**src/rtl/boot_pkg.sv**
```systemverilog
// Shared types and constants for the boot block loader.
package boot_pkg;

    typedef enum logic [2:0] {IDLE, REQ, WAIT, WRITE, FIN} boot_state_t;

    localparam int BLOCK_WORDS_LG = 5;
    localparam int LINE_WORDS_LG  = 3;
    localparam int DISK_ADDR_W    = 37;

endpackage

```
**src/rtl/boot_block_loader_line_packer.sv**
```systemverilog
// Collects 64-bit disk words into one memory line, indexed by word position.
module line_packer #(
    parameter int WORD_W     = 64,
    parameter int LINE_WORDS = 8
) (
    input  logic                           clk,
    input  logic                           reset,
    input  logic                           i_clear,
    input  logic                           i_wr_en,
    input  logic [$clog2(LINE_WORDS)-1:0]  i_wr_idx,
    input  logic [WORD_W-1:0]              i_wr_data,
    output logic [WORD_W*LINE_WORDS-1:0]   o_line,
    output logic                           o_full
);
    localparam int IDX_W = $clog2(LINE_WORDS);

    logic [WORD_W*LINE_WORDS-1:0] r_line;
    logic                         r_full;

    always_ff @(posedge clk) begin
        if (reset || i_clear) begin
            r_line <= '0;
            r_full <= 1'b0;
        end else if (i_wr_en) begin
            r_line[i_wr_idx*WORD_W +: WORD_W] <= i_wr_data;
            r_full <= (i_wr_idx == IDX_W'(LINE_WORDS - 1));
        end
    end

    assign o_line = r_line;
    assign o_full = r_full;

endmodule

```
**src/rtl/boot_block_loader.sv**
```systemverilog
// Copies a run of disk blocks into main memory, one word request at a time,
// packing eight words per 512-bit line write.
module boot_block_loader
    import boot_pkg::*;
#(
    parameter int MEM_ADDR_W  = 26,
    parameter int BLOCK_WORDS = 32,
    parameter int LINE_WORDS  = 8
) (
    input  logic                        clk,
    input  logic                        reset,
    input  logic                        start,
    input  logic [31:0]                 block_addr,
    input  logic [31:0]                 block_count,
    input  logic [MEM_ADDR_W-1:0]       mem_base,
    output logic                        disk_req_valid,
    input  logic                        disk_req_ready,
    output logic [DISK_ADDR_W-1:0]      disk_req_addr,
    input  logic                        disk_rsp_valid,
    input  logic [63:0]                 disk_rsp_data,
    output logic                        mem_wr_valid,
    input  logic                        mem_wr_ready,
    output logic [MEM_ADDR_W-1:0]       mem_wr_addr,
    output logic [64*LINE_WORDS-1:0]    mem_wr_data,
    output logic                        busy,
    output logic                        done
);
    localparam int WI_W = BLOCK_WORDS_LG;
    localparam int LI_W = LINE_WORDS_LG;

    boot_state_t              r_state;
    logic [31:0]              r_blk_ptr;
    logic [31:0]              r_blocks_left;
    logic [WI_W-1:0]          r_word_idx;
    logic [MEM_ADDR_W-1:0]    r_mem_base;
    logic [MEM_ADDR_W-1:0]    r_line_ctr;
    logic [MEM_ADDR_W-1:0]    r_mem_wr_addr;
    logic [DISK_ADDR_W-1:0]   r_disk_req_addr;
    logic                     r_disk_req_valid;
    logic                     r_mem_wr_valid;
    logic                     r_busy;
    logic                     r_done;

    logic                     w_full;
    logic                     w_pk_clear;
    logic                     w_pk_wr;
    logic                     w_line_done;
    logic                     w_wr_accept;
    logic [WI_W-1:0]          w_next_idx;
    logic [64*LINE_WORDS-1:0] w_line;

    function automatic logic [DISK_ADDR_W-1:0] f_disk_addr(input logic [31:0] blk,
                                                           input logic [WI_W-1:0] idx);
        return DISK_ADDR_W'(blk) * DISK_ADDR_W'(BLOCK_WORDS) + DISK_ADDR_W'(idx);
    endfunction

    assign w_next_idx  = r_word_idx + WI_W'(1);
    assign w_line_done = (r_word_idx[LI_W-1:0] == LI_W'(LINE_WORDS - 1));
    assign w_wr_accept = (r_state == WRITE) && mem_wr_ready && w_full;
    assign w_pk_wr     = (r_state == WAIT) && disk_rsp_valid;
    // The line is emptied both at a new transfer and once memory has taken it.
    assign w_pk_clear  = ((r_state == IDLE) && start) || w_wr_accept;

    line_packer #(
        .WORD_W     (64),
        .LINE_WORDS (LINE_WORDS)
    ) u_packer (
        .clk       (clk),
        .reset     (reset),
        .i_clear   (w_pk_clear),
        .i_wr_en   (w_pk_wr),
        .i_wr_idx  (r_word_idx[LI_W-1:0]),
        .i_wr_data (disk_rsp_data),
        .o_line    (w_line),
        .o_full    (w_full)
    );

    always_ff @(posedge clk) begin
        if (reset) begin
            r_state          <= IDLE;
            r_blk_ptr        <= '0;
            r_blocks_left    <= '0;
            r_word_idx       <= '0;
            r_mem_base       <= '0;
            r_line_ctr       <= '0;
            r_mem_wr_addr    <= '0;
            r_disk_req_addr  <= '0;
            r_disk_req_valid <= 1'b0;
            r_mem_wr_valid   <= 1'b0;
            r_busy           <= 1'b0;
            r_done           <= 1'b0;
        end else begin
            r_done <= 1'b0;
            case (r_state)
                IDLE: begin
                    if (start) begin
                        r_blk_ptr     <= block_addr;
                        r_blocks_left <= block_count;
                        r_mem_base    <= mem_base;
                        r_line_ctr    <= '0;
                        r_word_idx    <= '0;
                        if (block_count == 32'd0) begin
                            r_state <= FIN;
                            r_done  <= 1'b1;
                        end else begin
                            r_state          <= REQ;
                            r_busy           <= 1'b1;
                            r_disk_req_valid <= 1'b1;
                            r_disk_req_addr  <= f_disk_addr(block_addr, '0);
                        end
                    end
                end
                REQ: begin
                    if (disk_req_ready) begin
                        r_disk_req_valid <= 1'b0;
                        r_state          <= WAIT;
                    end
                end
                WAIT: begin
                    if (disk_rsp_valid) begin
                        r_word_idx <= w_next_idx;
                        if (w_line_done) begin
                            r_state        <= WRITE;
                            r_mem_wr_valid <= 1'b1;
                            r_mem_wr_addr  <= r_mem_base + r_line_ctr;
                        end else begin
                            r_state          <= REQ;
                            r_disk_req_valid <= 1'b1;
                            r_disk_req_addr  <= f_disk_addr(r_blk_ptr, w_next_idx);
                        end
                    end
                end
                WRITE: begin
                    if (w_wr_accept) begin
                        r_mem_wr_valid <= 1'b0;
                        r_line_ctr     <= r_line_ctr + MEM_ADDR_W'(1);
                        // word_idx has already wrapped when the last line of a block goes out
                        if (r_word_idx == '0) begin
                            r_blk_ptr     <= r_blk_ptr + 32'd1;
                            r_blocks_left <= r_blocks_left - 32'd1;
                            if (r_blocks_left == 32'd1) begin
                                r_state <= FIN;
                                r_done  <= 1'b1;
                                r_busy  <= 1'b0;
                            end else begin
                                r_state          <= REQ;
                                r_disk_req_valid <= 1'b1;
                                r_disk_req_addr  <= f_disk_addr(r_blk_ptr + 32'd1, '0);
                            end
                        end else begin
                            r_state          <= REQ;
                            r_disk_req_valid <= 1'b1;
                            r_disk_req_addr  <= f_disk_addr(r_blk_ptr, r_word_idx);
                        end
                    end
                end
                FIN: begin
                    r_state <= IDLE;
                end
                default: begin
                    r_state <= IDLE;
                end
            endcase
        end
    end

    assign disk_req_valid = r_disk_req_valid;
    assign disk_req_addr  = r_disk_req_addr;
    assign mem_wr_valid   = r_mem_wr_valid;
    assign mem_wr_addr    = r_mem_wr_addr;
    assign mem_wr_data    = w_line;
    assign busy           = r_busy;
    assign done           = r_done;

endmodule
```
**config.mk**
```make
export PLATFORM = sky130hd
export DESIGN_NAME = boot_block_loader
export DESIGN_NICKNAME = d
export VERILOG_FILES = /design/src/rtl/boot_pkg.sv /design/src/rtl/boot_block_loader_line_packer.sv /design/src/rtl/boot_block_loader.sv
export SDC_FILE = /design/constraint.sdc
export NUM_CORES = 2
export LEC_CHECK = 0
export ABC_AREA = 0
export BUFFER_PORTS_ARGS = -buffer_cell sky130_fd_sc_hd__buf_2
export CAP_MARGIN = 5
export CORE_AREA = 2 2 290 292
export DETAILED_ROUTE_END_ITERATION = 7
export DIE_AREA = 0 0 292 294
export GPL_TIMING_DRIVEN = 0
export PLACE_DENSITY = 0.56
export SETUP_SLACK_MARGIN = 0.02
export SYNTH_ARGS = -nofsm -noshare
export SYNTH_HDL_FRONTEND = slang
export SYNTH_SLANG_ARGS = --single-unit
export TNS_END_PERCENT = 10
```
**constraint.sdc**
```tcl
create_clock -name clk -period 5.2 [get_ports clk]
set_input_delay 1.3 -clock clk [delete_from_list [all_inputs] [get_ports clk]]
set_output_delay 1.3 -clock clk [all_outputs]
set_load 0.02 [all_outputs]
```
* Yosys cells after proc, flatten, opt, wreduce, memory -nomap -nowiden *
Index checks and enable logic that the tools add are counted.
Widths: inputs -> output; s select.

operators by class
  add/subtract/negate cells = 8
  eq/ne operators = 15
  shift-type cells = 2
  multiplexer cells = 55
  reductions and logical operators = 24

operators by type and width
  kind                       number
  $bwmux 512                 1
  $shift 64x34->512 const A  1
  $shiftx 64x34->512         1
  $mux 37                    7
  $mux 32                    6
  $pmux 32 s2                2
  $pmux 37 s3                1
  $add 37x5->37              2
  $mux 26                    2
  $pmux 26 s2                1
  $neg 9->34                 1
  $add 32x1->32 const B      1
  $eq 32x1->1 const B        1
  $logic_not 32->1           1
  $sub 32x1->32 const B      1
  $add 26x1->26 const B      1
  $add 26x26->26             1
  $mux 3                     7
  $mux 1                     19
  $ne 2x2->1 const B         7
  $pmux 3 s4                 1
  $reduce_and 4->1           3
  $mux 5                     2
  $pmux 5 s2                 1
  21 further kinds           33

storage, ports and cells
  register bits = 704
  input port bits = 160
  output and inout bits = 579
  word-level logic and storage cells = 118

* Logic depth before layout (Yosys ltp) *
  depth in word-level cells = 5
  mapped depth = 14
  depth with buffers taken out = 11

* Modules after synthesis *
From an unflattened synthesis, not the netlist that was laid out.

unflattened totals
  cells, all modules = 3484
  area, all modules = 30160.2 um^2

modules (own cells, without submodules)
  module             times used  cells each  area an instance (um^2)  seq. area each (um^2)
  line_packer        1           1994        19243.5                  10269.8
  boot_block_loader  1           1490        10916.7                  3823.7

* Least setup slack after synthesis *
No wires, ideal clock.

  kind = input-to-reg
  start = in start
  end = reg r_line_ctr[24]
  setup time = 128 ps
  data arrival time = 3381 ps
  required time = 5072 ps
  slack = 1691 ps
  stages on the path = 8
  buffers on the path = 0
  cell sequence = or3b_2 > a2111oi_0 > nand2_1 > nor3_1 > nand2b_1 > nor3_1 > xnor2_1 > nor2_1

between the ends
  cells in the longest elaborated chain, start to end = 2

ends and longest elaborated chain
  element                            RTL line                  RTL
  start: declaration                 boot_block_loader.sv:12   input logic start,
  $ne 2x2->1 (no source line)        -
  $reduce_and 3->1 (no source line)  -
  end signal: assignment             boot_block_loader.sv:136  r_line_ctr <= r_line_ctr + MEM_ADDR_W'(1);
  end: declaration                   boot_block_loader.sv:36   logic [MEM_ADDR_W-1:0] r_line_ctr;

No other way between the ends.
A chain may end at the register's enable or synchronous reset.

* Worst setup path after layout *
  start = reg r_word_idx[0]
  end = reg u_packer.r_line[185], in the netlist u_packer.o_line[185]

between the ends
  cells in the longest elaborated chain, start to end = 3
  elaborated cells on any way between the ends = 4
  classes of those cells = add/sub: 1; shift: 2; mux: 1

ends and longest elaborated chain
  element                                                  RTL line                             RTL
  start: declaration                                       boot_block_loader.sv:34              logic [WI_W-1:0] r_word_idx;
  start signal: assignment                                 boot_block_loader.sv:121             r_word_idx <= w_next_idx;
  $neg 9->34 *                                             boot_block_loader_line_packer.sv:25  r_line[i_wr_idx*WORD_W +: WORD_W] <= i_wr_data;
  $shiftx 64x34->512 or $shift 64x34->512 (tied branches)  boot_block_loader_line_packer.sv:25
  $bwmux 512 *                                             boot_block_loader_line_packer.sv:25
  end signal: indexed assignment                           boot_block_loader_line_packer.sv:25
  end: declaration                                         boot_block_loader_line_packer.sv:17  logic [WORD_W*LINE_WORDS-1:0] r_line;

Mark *: on every way between the ends. The rest lies on a longest branch, timed or not.

==> run metrics <==
DR vias=30500; grt ovf=0; CORE AREA=82900 um^2; combinational share of power=26.6%; TritonCTS Buffers=81; Total GRT Usage=30.1%; status=completed; register share of total power=37.4%; Residual DRC=0; initial antenna violation count=3; CTS clk-pin slew, worst paths=0.06 ns; P&R area growth vs syn=25.9%; height of the die=294 um; H-Tree Level Count=3; layout cells sized above 1=19.0%; Critical Path RT=5.77 ns; final wirelength=136000 um; maxcap violations=0; CTS resizes=0; CTS Buffer Depth=3; Fin Setup TNS=0 ns; CTS tree=done; most frequent cell after synthesis=nand2_1; register area share after synthesis=48.3%; P_int=10.4 mW; RSZ-0062 raised after global routing=no; final core utilization=44.3%; clock power share=36.0%; pwr/cell area=450 nW/um^2; Starting Density=35.2%; synth warn=0; DR WL/cell=23.6 um; final setup margin=0.482 ns; pin count of the biggest net entering global routing=14; Net Sw Frac=36.9%; Cell Rows=106; Worst setup EP type=register; vias in the first global route=27700; die area=85800 um^2; HP Class=reg -> reg; Static Leak=14.4 nW; Gate Count Post-Synth=3840; first-pass GRT wire length=192000 um; Psw=6.10 mW; CP Launch Type=register; Mapped Nets=4034; Final Hold Vio Count=0; post-place setup slack=0.382 ns; latest clock arrival within the worst-skew pair=0.68 ns; maximum VDD drop=0.000228 V; crit path DAT=5.28 ns; Slew @ Worst Pin=1.38 ns; Synth area leaders=dfxtp_1 48%, nand2_1 13%, a21oi_1 12%; antenna-violating nets left=0; Hold-fix buffers, CTS=0; # nets final=4794; max-slew violations=0; port bufs=673; Commonest cells post-synth=1038 x nand2_1, 710 x a21oi_1, 704 x dfxtp_1, 268 x clkbuf_1, 259 x nand3_1; Placer Congestion=0.951; total setup buffers inserted after CTS=0; io pins=739; Synth Flop Type=dfxtp_1; vias per inst=5.32; Final Cycle Share=90.7%; Post-synth EDFFs=0; Fmax=212 MHz; biggest area consumer among synthesized cells=dfxtp_1; count of state elements after synthesis=704; fin crit period=4.72 ns; Post-Syn Area=29200 um^2; Die Wd=292 um; Async SR Flop Fraction=0%; 1st-iter DRT viols=2488; CP Max Fanout=10; top cell type's share of synthesized area=48.3%; Clock Tree Root=clkbuf_16; DR pass1 iterations=6; worst rel slew slack=7.98%; Detailed Place HPWL=101000 um; CTS Sinks=704; Distinct cells, synth=65; WS Path Type=reg -> reg; Final Skew=0.0582 ns; Syn Area/Cell=7.60 um^2; Setup-failing EPs final=0
==> cell type report <==
type | count | area [um^2]
sequential | 704 | 14100
tap | 1080 | 1350
antenna | 4 | 10.0
multi-input combinational | 2755 | 13400
timing repair buffer | 677 | 3410
fill | 8537 | 46200
inverter | 24 | 90.1
buffer | 357 | 1610
clock buffer | 113 | 2310
clock inverter | 30 | 450
==> power groups by stage <==
stage / Sequential [mW] / Clock, mW / Combinational, mW
global route: 6.22 / 6.23 / 4.72
global placement: 6.28 / 0 / 4.30
detailed placement: 6.28 / 0 / 4.31
CTS: 6.17 / 6.01 / 4.32
finish: 6.18 / 5.95 / 4.40
floorplan: 6.38 / 0 / 2.54
==> per-stage QoR <==
stage               power, mW  hold slack (ns)  cell area [um^2]  std cells
floorplan                8.92            0.441             29200       3840
global route             17.2            0.462             36700       5742
finish                   16.5            0.446             36700       5744
detailed placement       10.6            0.440             33900       5596
global placement         10.6            0.434             33900       5593
CTS                      16.5            0.447             36700       5739
==> registers in the layout, indices dropped and copies added (netlist names), 3 cells and up <==
signal	count
r_blocks_left	32
disk_req_addr	37
r_line_ctr	26
r_state	3
r_mem_base	26
r_word_idx	5
r_blk_ptr	32
mem_wr_addr	26
u_packer.o_line	512
==> worst max-delay path: stages (launching register included) <==
cell and delay [ns]:
dfxtp_1 0.33, clkbuf_1 0.34, inv_1 0.14, ha_1 0.26, ha_1 0.26, nor2_1 0.12
and2_1 0.13, clkbuf_1 0.34, and2_1 0.18, clkbuf_1 0.55, and3_1 0.24, clkbuf_1 0.92
buf_1 0.51, nand3_1 0.14, a21oi_1 0.17
==> metal layers <==
metal / GRT usage [%] / wire length [um] / up-vias
li1: - / - / 14500
met1: 37.9 / 55100 / 14500
met4: 13.2 / 6360 / 0
met3: 8.29 / 12400 / 258
met2: 48.1 / 61800 / 1323
met5: 0 / 0 / -
==> worst paths after layout <==
check                                                        from                           endpoint  slack [ns]  cells past startpoint
worst max-delay path                   r_word_idx[0]$_SDFFE_PP0P_  u_packer.o_line[185]$_SDFFE_PP0P_        0.48                     14
worst max register to register         r_word_idx[0]$_SDFFE_PP0P_  u_packer.o_line[185]$_SDFFE_PP0P_        0.48                     14
worst min register to register  u_packer.o_line[190]$_SDFFE_PP0P_  u_packer.o_line[190]$_SDFFE_PP0P_        0.45                      2
worst min-delay path            u_packer.o_line[190]$_SDFFE_PP0P_  u_packer.o_line[190]$_SDFFE_PP0P_        0.45                      2
==> kinds of logic after synthesis <==
logic type | count (synthesis) | synth area share, %
simple gates | 1718 | 24.9
compound gates | 931 | 17.3
flops | 704 | 48.3
buf+inv | 381 | 5.81
xor+xnor | 70 | 2.10
fa+ha+maj | 34 | 1.48
mux | 2 | 0.0686
==> cells in the final DEF, fill, tap and decap left out, drive strengths merged, types with 48 or more instances in the layout <==
cell | netlist | layout
nand2 | 1038 | 1038
nor2 | 227 | 227
a21oi | 710 | 710
nand3 | 259 | 259
o21ai | 74 | 74
clkbuf | 270 | 384
buf | 87 | 763
nor3 | 58 | 58
dfxtp | 704 | 704
a211oi | 48 | 48
(Power assumes the default switching activity.)
